**config.mk**
```make
export PLATFORM = sky130hd
export DESIGN_NAME = seq_restoring_divider
export DESIGN_NICKNAME = d
export VERILOG_FILES = /design/src/rtl/seq_restoring_divider.sv
export SDC_FILE = /design/constraint.sdc
export NUM_CORES = 1
export LEC_CHECK = 0
export ABC_AREA = 1
export CAP_MARGIN = 20
export CORE_MARGIN = 8
export CORE_UTILIZATION = 40
export CTS_CLUSTER_DIAMETER = 120
export DETAILED_ROUTE_END_ITERATION = 7
export DONT_BUFFER_PORTS = 1
export PLACE_DENSITY = 0.55
export SYNTH_ARGS = -nofsm -noshare
export SYNTH_HDL_FRONTEND = slang
export SYNTH_SLANG_ARGS = --single-unit
```
**constraint.sdc**
```tcl
create_clock -name clk -period 1.8 [get_ports clk]
set_input_delay 0.27 -clock clk [delete_from_list [all_inputs] [get_ports clk]]
set_output_delay 0.27 -clock clk [all_outputs]
set_load 0.01 [all_outputs]
```
**src/rtl/seq_restoring_divider.sv**
```systemverilog
// seq_restoring_divider
//   Iterative restoring divider. Produces one quotient bit per clock, MSB first.
//   Valid/ready handshake on both sides, a single division in flight.
//   A zero divisor skips the iteration and reports an all-ones quotient with div_zero set.
module seq_restoring_divider #(
  parameter int DVD_W = 8,
  parameter int DVS_W = 4
) (
  input  logic             clk,
  input  logic             rst,
  input  logic             in_valid,
  output logic             in_ready,
  input  logic [DVD_W-1:0] dividend,
  input  logic [DVS_W-1:0] divisor,
  output logic             out_valid,
  input  logic             out_ready,
  output logic [DVD_W-1:0] quotient,
  output logic [DVS_W-1:0] remainder,
  output logic             div_zero
);

  localparam int CNT_W = $clog2(DVD_W + 1);

  typedef enum logic [1:0] {
    IDLE = 2'd0,
    CALC = 2'd1,
    DONE = 2'd2
  } state_t;

  state_t           state_r;
  logic [DVD_W-1:0] dvd_r;
  logic [DVS_W-1:0] dvs_r;
  // The partial remainder always ends an iteration below the divisor, so its
  // top bit is structurally zero and only the low DVS_W bits are stored.
  logic [DVS_W-1:0] pr_r;
  logic [CNT_W-1:0] cnt_r;

  logic [DVS_W:0]   shifted_s;
  logic [DVS_W:0]   trial_s;
  logic             borrow_s;
  logic [DVS_W-1:0] pr_next_s;
  logic [DVD_W-1:0] dvd_next_s;

  // Core is ready only while idle and not being reset.
  assign in_ready = (state_r == IDLE) && !rst;

  // One restoring step: shift in the next dividend bit, trial-subtract, keep or restore.
  always_comb begin
    shifted_s = {pr_r, dvd_r[DVD_W-1]};
    trial_s   = shifted_s - {1'b0, dvs_r};
    // shifted_s < 2*divisor, so the top bit of the difference is exactly the borrow.
    borrow_s  = trial_s[DVS_W];
    if (borrow_s) begin
      pr_next_s = shifted_s[DVS_W-1:0];
    end else begin
      pr_next_s = trial_s[DVS_W-1:0];
    end
    // Quotient bits enter at the bottom as the dividend bits leave at the top.
    dvd_next_s = {dvd_r[DVD_W-2:0], ~borrow_s};
  end

  // Control FSM plus datapath and result registers; reset overrides everything.
  always_ff @(posedge clk) begin
    if (rst) begin
      state_r   <= IDLE;
      out_valid <= 1'b0;
      quotient  <= {DVD_W{1'b0}};
      remainder <= {DVS_W{1'b0}};
      div_zero  <= 1'b0;
      cnt_r     <= {CNT_W{1'b0}};
      dvd_r     <= {DVD_W{1'b0}};
      dvs_r     <= {DVS_W{1'b0}};
      pr_r      <= {DVS_W{1'b0}};
    end else begin
      case (state_r)
        IDLE: begin
          if (in_valid) begin
            dvd_r <= dividend;
            dvs_r <= divisor;
            pr_r  <= {DVS_W{1'b0}};
            cnt_r <= {CNT_W{1'b0}};
            if (divisor == {DVS_W{1'b0}}) begin
              // Result is known at once; out_valid follows in the DONE cycle.
              quotient  <= {DVD_W{1'b1}};
              remainder <= {DVS_W{1'b0}};
              div_zero  <= 1'b1;
              state_r   <= DONE;
            end else begin
              div_zero <= 1'b0;
              state_r  <= CALC;
            end
          end else begin
            state_r <= IDLE;
          end
        end
        CALC: begin
          dvd_r <= dvd_next_s;
          pr_r  <= pr_next_s;
          cnt_r <= cnt_r + {{(CNT_W-1){1'b0}}, 1'b1};
          if (cnt_r == CNT_W'(DVD_W - 1)) begin
            quotient  <= dvd_next_s;
            remainder <= pr_next_s;
            out_valid <= 1'b1;
            state_r   <= DONE;
          end else begin
            state_r <= CALC;
          end
        end
        DONE: begin
          if (out_valid && out_ready) begin
            out_valid <= 1'b0;
            state_r   <= IDLE;
          end else begin
            out_valid <= 1'b1;
            state_r   <= DONE;
          end
        end
        default: begin
          out_valid <= 1'b0;
          state_r   <= IDLE;
        end
      endcase
    end
  end

endmodule

```
Word-level counts from Yosys, hierarchy flattened
Index checks and enable logic that the tools add are counted.

Output and inout bits: 15. Flip-flop bits (word level): 36. Logic and storage cells: 52. Memory bits (read-only): 0. Latch bits: 0. RAM bits: 0. Memories kept: 0. Input bits: 16.

Add/sub/neg operators: 2. Div/mod/pow operators: 0. Bitwise logic cells: 2. Muxes and demuxes: 23. $lt $le $gt $ge: 0. $mul: 0. Shift-type cells: 0. Reduce and logical (&&, ||, !) cells: 10. Eq/ne operators: 6.

Operators by type and width (number): 8-bit 2-to-1 mux (4); 8-bit case mux with 2 select lines (2); 4-bit case mux with 2 select lines (3); 4-bit 2-to-1 mux (5); 2-bit 2-to-1 mux (4); 2-bit case mux with 3 select lines (1); 2-bit AND reduction (3); 5-bit by 4-bit subtractor with 5-bit output (1); 4-bit by 1-bit adder with 4-bit output, second input constant (1); 4-bit by 3-bit == test with 1-bit output, second input constant (1); 4-bit zero test (1); 2-bit != test, second input constant (2); 4-bit AND reduction (1); 1-bit 2-to-1 mux (3); 1-bit case mux with 3 select lines (1); 2-bit by 1-bit == test with 1-bit output, second input constant (1); 2-bit == test, second input constant (1); 1-bit logical AND (2); 2-bit zero test (1); 2-bit by 1-bit != test with 1-bit output, second input constant (1); 1-bit inverter (2); 2-bit nonzero test (1); 1-bit zero test (1).

Longest topological paths before layout
Depth after elaboration: 4. Gate-level depth with buffers: 13. Gate-level depth less buffers: 13.

Worst setup path after synthesis
No wires, ideal clock.

Path type: flip-flop to flip-flop. Start: register dvd_r[7]. End: register pr_r[3]. Setup time: 117 ps. Clock period less this slack: 1707 ps. Setup slack: 93 ps. Stages on the path, launching flop included: 12. Path buffers: 0. Data arrival time: 1590 ps. Path through: dfxtp_1 -> inv_1 -> ha_1 -> fa_1 -> inv_1 -> nand3_1 -> nand3_1 -> nand2_2 -> nor2_1 -> nor2_1 -> nor2_1 -> nor2_1.

Longest elaborated chain between the ends: 3.

Ends and longest elaborated chain: from (decl) (RTL line 31) `logic [DVD_W-1:0] dvd_r;`; from (signal assigned) (RTL line 71) `dvd_r <= {DVD_W{1'b0}};`; from (signal assigned) (RTL line 78) `dvd_r <= dividend;`; from (signal assigned) (RTL line 97) `dvd_r <= dvd_next_s;`; 5-bit by 4-bit subtractor with 5-bit output (RTL line 50) `trial_s = shifted_s - {1'b0, dvs_r};`; 4-bit 2-to-1 mux (RTL line 53) `if (borrow_s) begin`; 4-bit case mux with 2 select lines (RTL line 75) `case (state_r)`; to (signal assigned) (RTL line 73) `pr_r <= {DVS_W{1'b0}};`; to (signal assigned) (RTL line 80) `pr_r <= {DVS_W{1'b0}};`; to (signal assigned) (RTL line 98) `pr_r <= pr_next_s;`; to (decl) (RTL line 35) `logic [DVS_W-1:0] pr_r;`.

Every way passes these cells. A chain may end at the register's enable or synchronous reset.

Final worst setup path
Start: register dvs_r[0]. End: register pr_r[2].

Longest elaborated chain between the ends: 3.

Ends and longest elaborated chain: from (decl) (RTL line 32) `logic [DVS_W-1:0] dvs_r;`; from (signal assigned) (RTL line 72) `dvs_r <= {DVS_W{1'b0}};`; from (signal assigned) (RTL line 79) `dvs_r <= divisor;`; 5-bit by 4-bit subtractor with 5-bit output (RTL line 50); 4-bit 2-to-1 mux (RTL line 53); 4-bit case mux with 2 select lines (RTL line 75).

Every way passes these cells.

==> impl_summary.log <==
[metrics] Max Buffers Root-to-Sink: 2
[metrics] Setup CP Type: flop to flop
[metrics] launch instance of the worst min-delay path: rst
[metrics] headroom to the max-slew limit: 0.811
[metrics] adder-cell share of the synthesized area: 0.0735
[metrics] result of the run: complete, no violations
[metrics] clock sinks: 36
[metrics] main combinational cell family by area after synthesis: simple AND/OR/NAND/NOR gates
[metrics] share of cells above drive strength 1: 0.202
[metrics] IO buf count: 0
[metrics] number of synthesized register bits: 36
[metrics] Max VDD drop: 0.549 mV
[metrics] source of the worst register-to-register timing path: dvs_r[0]
[metrics] Critical Path AT: 1910 ps
[metrics] gate count after technology mapping: 240
[metrics] worst slack at placement: -22.5 ps
[metrics] post-layout instance count excluding filler cells: 300
[metrics] area fraction in compound gates after synthesis: 0.180
[metrics] required time at the worst-slack endpoint: 2020 ps
[metrics] count of hold buffers inserted by post-cts repair: 0
[metrics] unique cell type count in the Yosys netlist: 29
[metrics] Final Setup Violations: 0
[metrics] Detailed Route Iter0 Violations: 66
[metrics] placed instance count: 292
[metrics] fill cell total of the finished layout: 446
[metrics] simple-gate area share of the yosys netlist: 0.249
[metrics] horizontal extent of the die: 83.2 um
[metrics] first-pass GRT wire length: 6790 um
[metrics] overall via count from detail_route: 1523
[metrics] worst setup skew after layout: 7.86 ps
[metrics] Max Cap Viol: 0
[metrics] area of the die: 6920 sq um
[metrics] Final WS setup: 111 ps
[metrics] measured slew at the worst slew-check pin: 284 ps
[metrics] placed standard-cell area: 1880 sq um
[metrics] number of DRC violations after detailed routing: 0
[metrics] DP Wirelength: 2990 um
[metrics] Post-CTS Setup Bufs: 0
[metrics] Layout Area Growth over Synthesis: 14.5%
[metrics] root buffer cell: sky130_fd_sc_hd__clkbuf_8
[metrics] path type of the worst min-delay path: primary input to flop
[metrics] pin count of the biggest net entering global routing: 24
[metrics] net count after synthesis: 266
[metrics] sequential share of the synthesized area: 0.399
[metrics] multi-input combinational cell area: 987 sq um
[metrics] CTS tree: done
[metrics] startpoint types: flop
[metrics] commonest cells after routing, fill and taps aside: sky130_fd_sc_hd__dfxtp_1, sky130_fd_sc_hd__nand2_1, sky130_fd_sc_hd__inv_1, sky130_fd_sc_hd__nor2_1, sky130_fd_sc_hd__o21ai_0
[metrics] Clock Latency Late Sink: 290 ps
[metrics] post-synthesis mux area share: 0
[metrics] antenna-violating nets left: 0
[metrics] area inside the core boundary: 4350 sq um
[metrics] vias in the first global route: 1426
[metrics] clock transition at the register clock pins on the worst setup and hold paths after CTS: 70 ps
[metrics] Starting Density: 0.415
[metrics] yosys synthesis warning count: 0
[metrics] Placement Rows: 24
[metrics] remaining global-route overflow: 0
[metrics] critical path startpoint: dvs_r[0]
[metrics] number of top-level pins: 31
[metrics] highest fanout seen on the critical path: 3
[metrics] area of all placed cells without fillers: 2070 sq um
[metrics] CTS HTree Levels: 2
[metrics] First-pass DRT Iterations: 4
[metrics] Fin Hold WS: 42.5 ps
[metrics] Pwr per Cell Area: 1030 nW/um^2
[metrics] die outline height: 83.2 um
[metrics] setup TNS: 0 ps
[metrics] All-Layer GR Usage: 0.116
[metrics] Final Hold Violating Endpoints: 0
[metrics] static leakage: 0.861 nW
[metrics] antenna violations before repair: 0
[metrics] Mapped Avg Cell Area: 7.52 sq um
[metrics] capturing element type of the critical path: flop
[metrics] max-slew violations: 0
[metrics] unrepaired setup endpoints after global routing: yes
[metrics] detail-routed via count per cell: 5.08
[metrics] parity-gate share of the synthesized area counting xor and xnor cells: 0.00485
[metrics] FMAX: 592 MHz
[metrics] drt wl/cell: 13.5 um
[metrics] number of buffers inserted during clock tree synthesis: 5
[metrics] most common cell after layout, fill and taps aside: sky130_fd_sc_hd__dfxtp_1
[metrics] Nets: 273
[metrics] cell area after synthesis: 1810 sq um
[metrics] routed wire length: 4050 um
[metrics] post-route fraction of the period consumed by the critical path: 0.938
[metrics] sequential standard cell area: 722 sq um
[metrics] GP Congestion: 0.829
[metrics] Min Clock Period, post-route: 1690 ps
[metrics] antenna fix cells: 0
per-layer routing:
layer / track usage / wire, um / vias up
li1: - / - / 797
met1: 0.149 / 1930 / 685
met2: 0.168 / 1750 / 36
met3: 0.0479 / 328 / 5
met4: 0.0431 / 38 / 0
met5: 0 / 0 / -
worst max-delay path, cell delays in order, from the launching register on:
cell and delay [ps]:
sky130_fd_sc_hd__dfxtp_1 360, sky130_fd_sc_hd__ha_4 180, sky130_fd_sc_hd__fa_2 360, sky130_fd_sc_hd__inv_2 60, sky130_fd_sc_hd__nand2_1 50, sky130_fd_sc_hd__nand2_2 90
sky130_fd_sc_hd__nand3_4 80, sky130_fd_sc_hd__buf_6 130, sky130_fd_sc_hd__nand3_1 90, sky130_fd_sc_hd__nand3_2 90, sky130_fd_sc_hd__a21oi_1 120
through the flow:
step | util | total power, W
global placement | 0.432 | 0.00136
global route | 0.475 | 0.00226
detailed placement | 0.432 | 0.00137
CTS | 0.459 | 0.00208
finish | 0.475 | 0.00212
floorplan | - | 0.00126
final cells by class:
type,instances,area share
Sequential cell,36,0.349
Clock buffer,5,0.0333
Tap cell,52,0.0315
Clock inverter,3,0.0206
Inverter,29,0.0533
Timing Repair Buffer,9,0.0345
Multi-Input combinational cell,166,0.478
worst paths after layout:
kind,end,slack (ps),depth (start not counted)
max,pr_r[2],110,10
min,div_zero,40,1
min reg2reg,dvs_r[3],460,2
max reg2reg,pr_r[2],110,10
sequential cells by signal (all words and copies together) (netlist names), 2 cells and up:
| register | flops |
|---|---|
| cnt_r | 4 |
| dvd_r | 8 |
| dvs_r | 4 |
| pr_r | 4 |
| quotient | 8 |
| remainder | 4 |
| state_r | 2 |
cells in the mapped netlist:
cell | count | area share
sky130_fd_sc_hd__nand2_4 | 2 | 0.012
sky130_fd_sc_hd__nand3_1 | 17 | 0.047
sky130_fd_sc_hd__nor2_1 | 24 | 0.050
sky130_fd_sc_hd__clkinv_2 | 1 | 0.0028
sky130_fd_sc_hd__buf_2 | 4 | 0.011
sky130_fd_sc_hd__nand2_2 | 4 | 0.014
sky130_fd_sc_hd__nor2_4 | 1 | 0.0062
sky130_fd_sc_hd__inv_2 | 1 | 0.0021
sky130_fd_sc_hd__a21oi_1 | 25 | 0.069
sky130_fd_sc_hd__nand4_4 | 1 | 0.012
sky130_fd_sc_hd__a311oi_1 | 1 | 0.0049
sky130_fd_sc_hd__a211oi_1 | 1 | 0.0042
sky130_fd_sc_hd__ha_1 | 9 | 0.062
sky130_fd_sc_hd__nor4_1 | 1 | 0.0035
sky130_fd_sc_hd__a21oi_2 | 1 | 0.0049
sky130_fd_sc_hd__nor3_1 | 3 | 0.0083
sky130_fd_sc_hd__clkbuf_1 | 2 | 0.0042
sky130_fd_sc_hd__dfxtp_1 | 36 | 0.40
sky130_fd_sc_hd__or2_2 | 7 | 0.024
sky130_fd_sc_hd__o211a_1 | 1 | 0.0055
sky130_fd_sc_hd__nand3_2 | 1 | 0.0055
sky130_fd_sc_hd__o21ai_0 | 26 | 0.072
sky130_fd_sc_hd__inv_1 | 27 | 0.056
sky130_fd_sc_hd__fa_1 | 1 | 0.011
sky130_fd_sc_hd__buf_4 | 1 | 0.0042
sky130_fd_sc_hd__nand2_1 | 32 | 0.067
sky130_fd_sc_hd__o21ai_1 | 7 | 0.019
sky130_fd_sc_hd__buf_6 | 2 | 0.012
sky130_fd_sc_hd__xor2_1 | 1 | 0.0049
timing repair:
item / 4_1_cts / 5_1_grt
gates resized for setup: 2 / 19
pin swaps: 0 / 8
endpoints found under the setup margin: 7 / 11
logic make-up (layout without fill, tap and decap cells):
group,after synthesis,in the layout
XOR/XNOR,1,1
AND/OR/NAND/NOR,93,93
AO/OA/AOI/OAI,62,62
flip-flops,36,36
buffers and inverters,38,46
adder cells (fa/ha/maj),10,10
where the power goes:
| part | leakage [nW] | total [W] | internal, W | switching (W) |
|---|---|---|---|---|
| logic | 0.511 | 0.000499 | 0.000198 | 0.000301 |
| registers | 0.296 | 0.000913 | 0.000861 | 0.0000517 |
| clock network | 0.0541 | 0.000711 | 0.000410 | 0.000301 |
| total | 0.861 | 0.00212 | 0.00147 | 0.000653 |
Power figures use the tool's default switching activity.
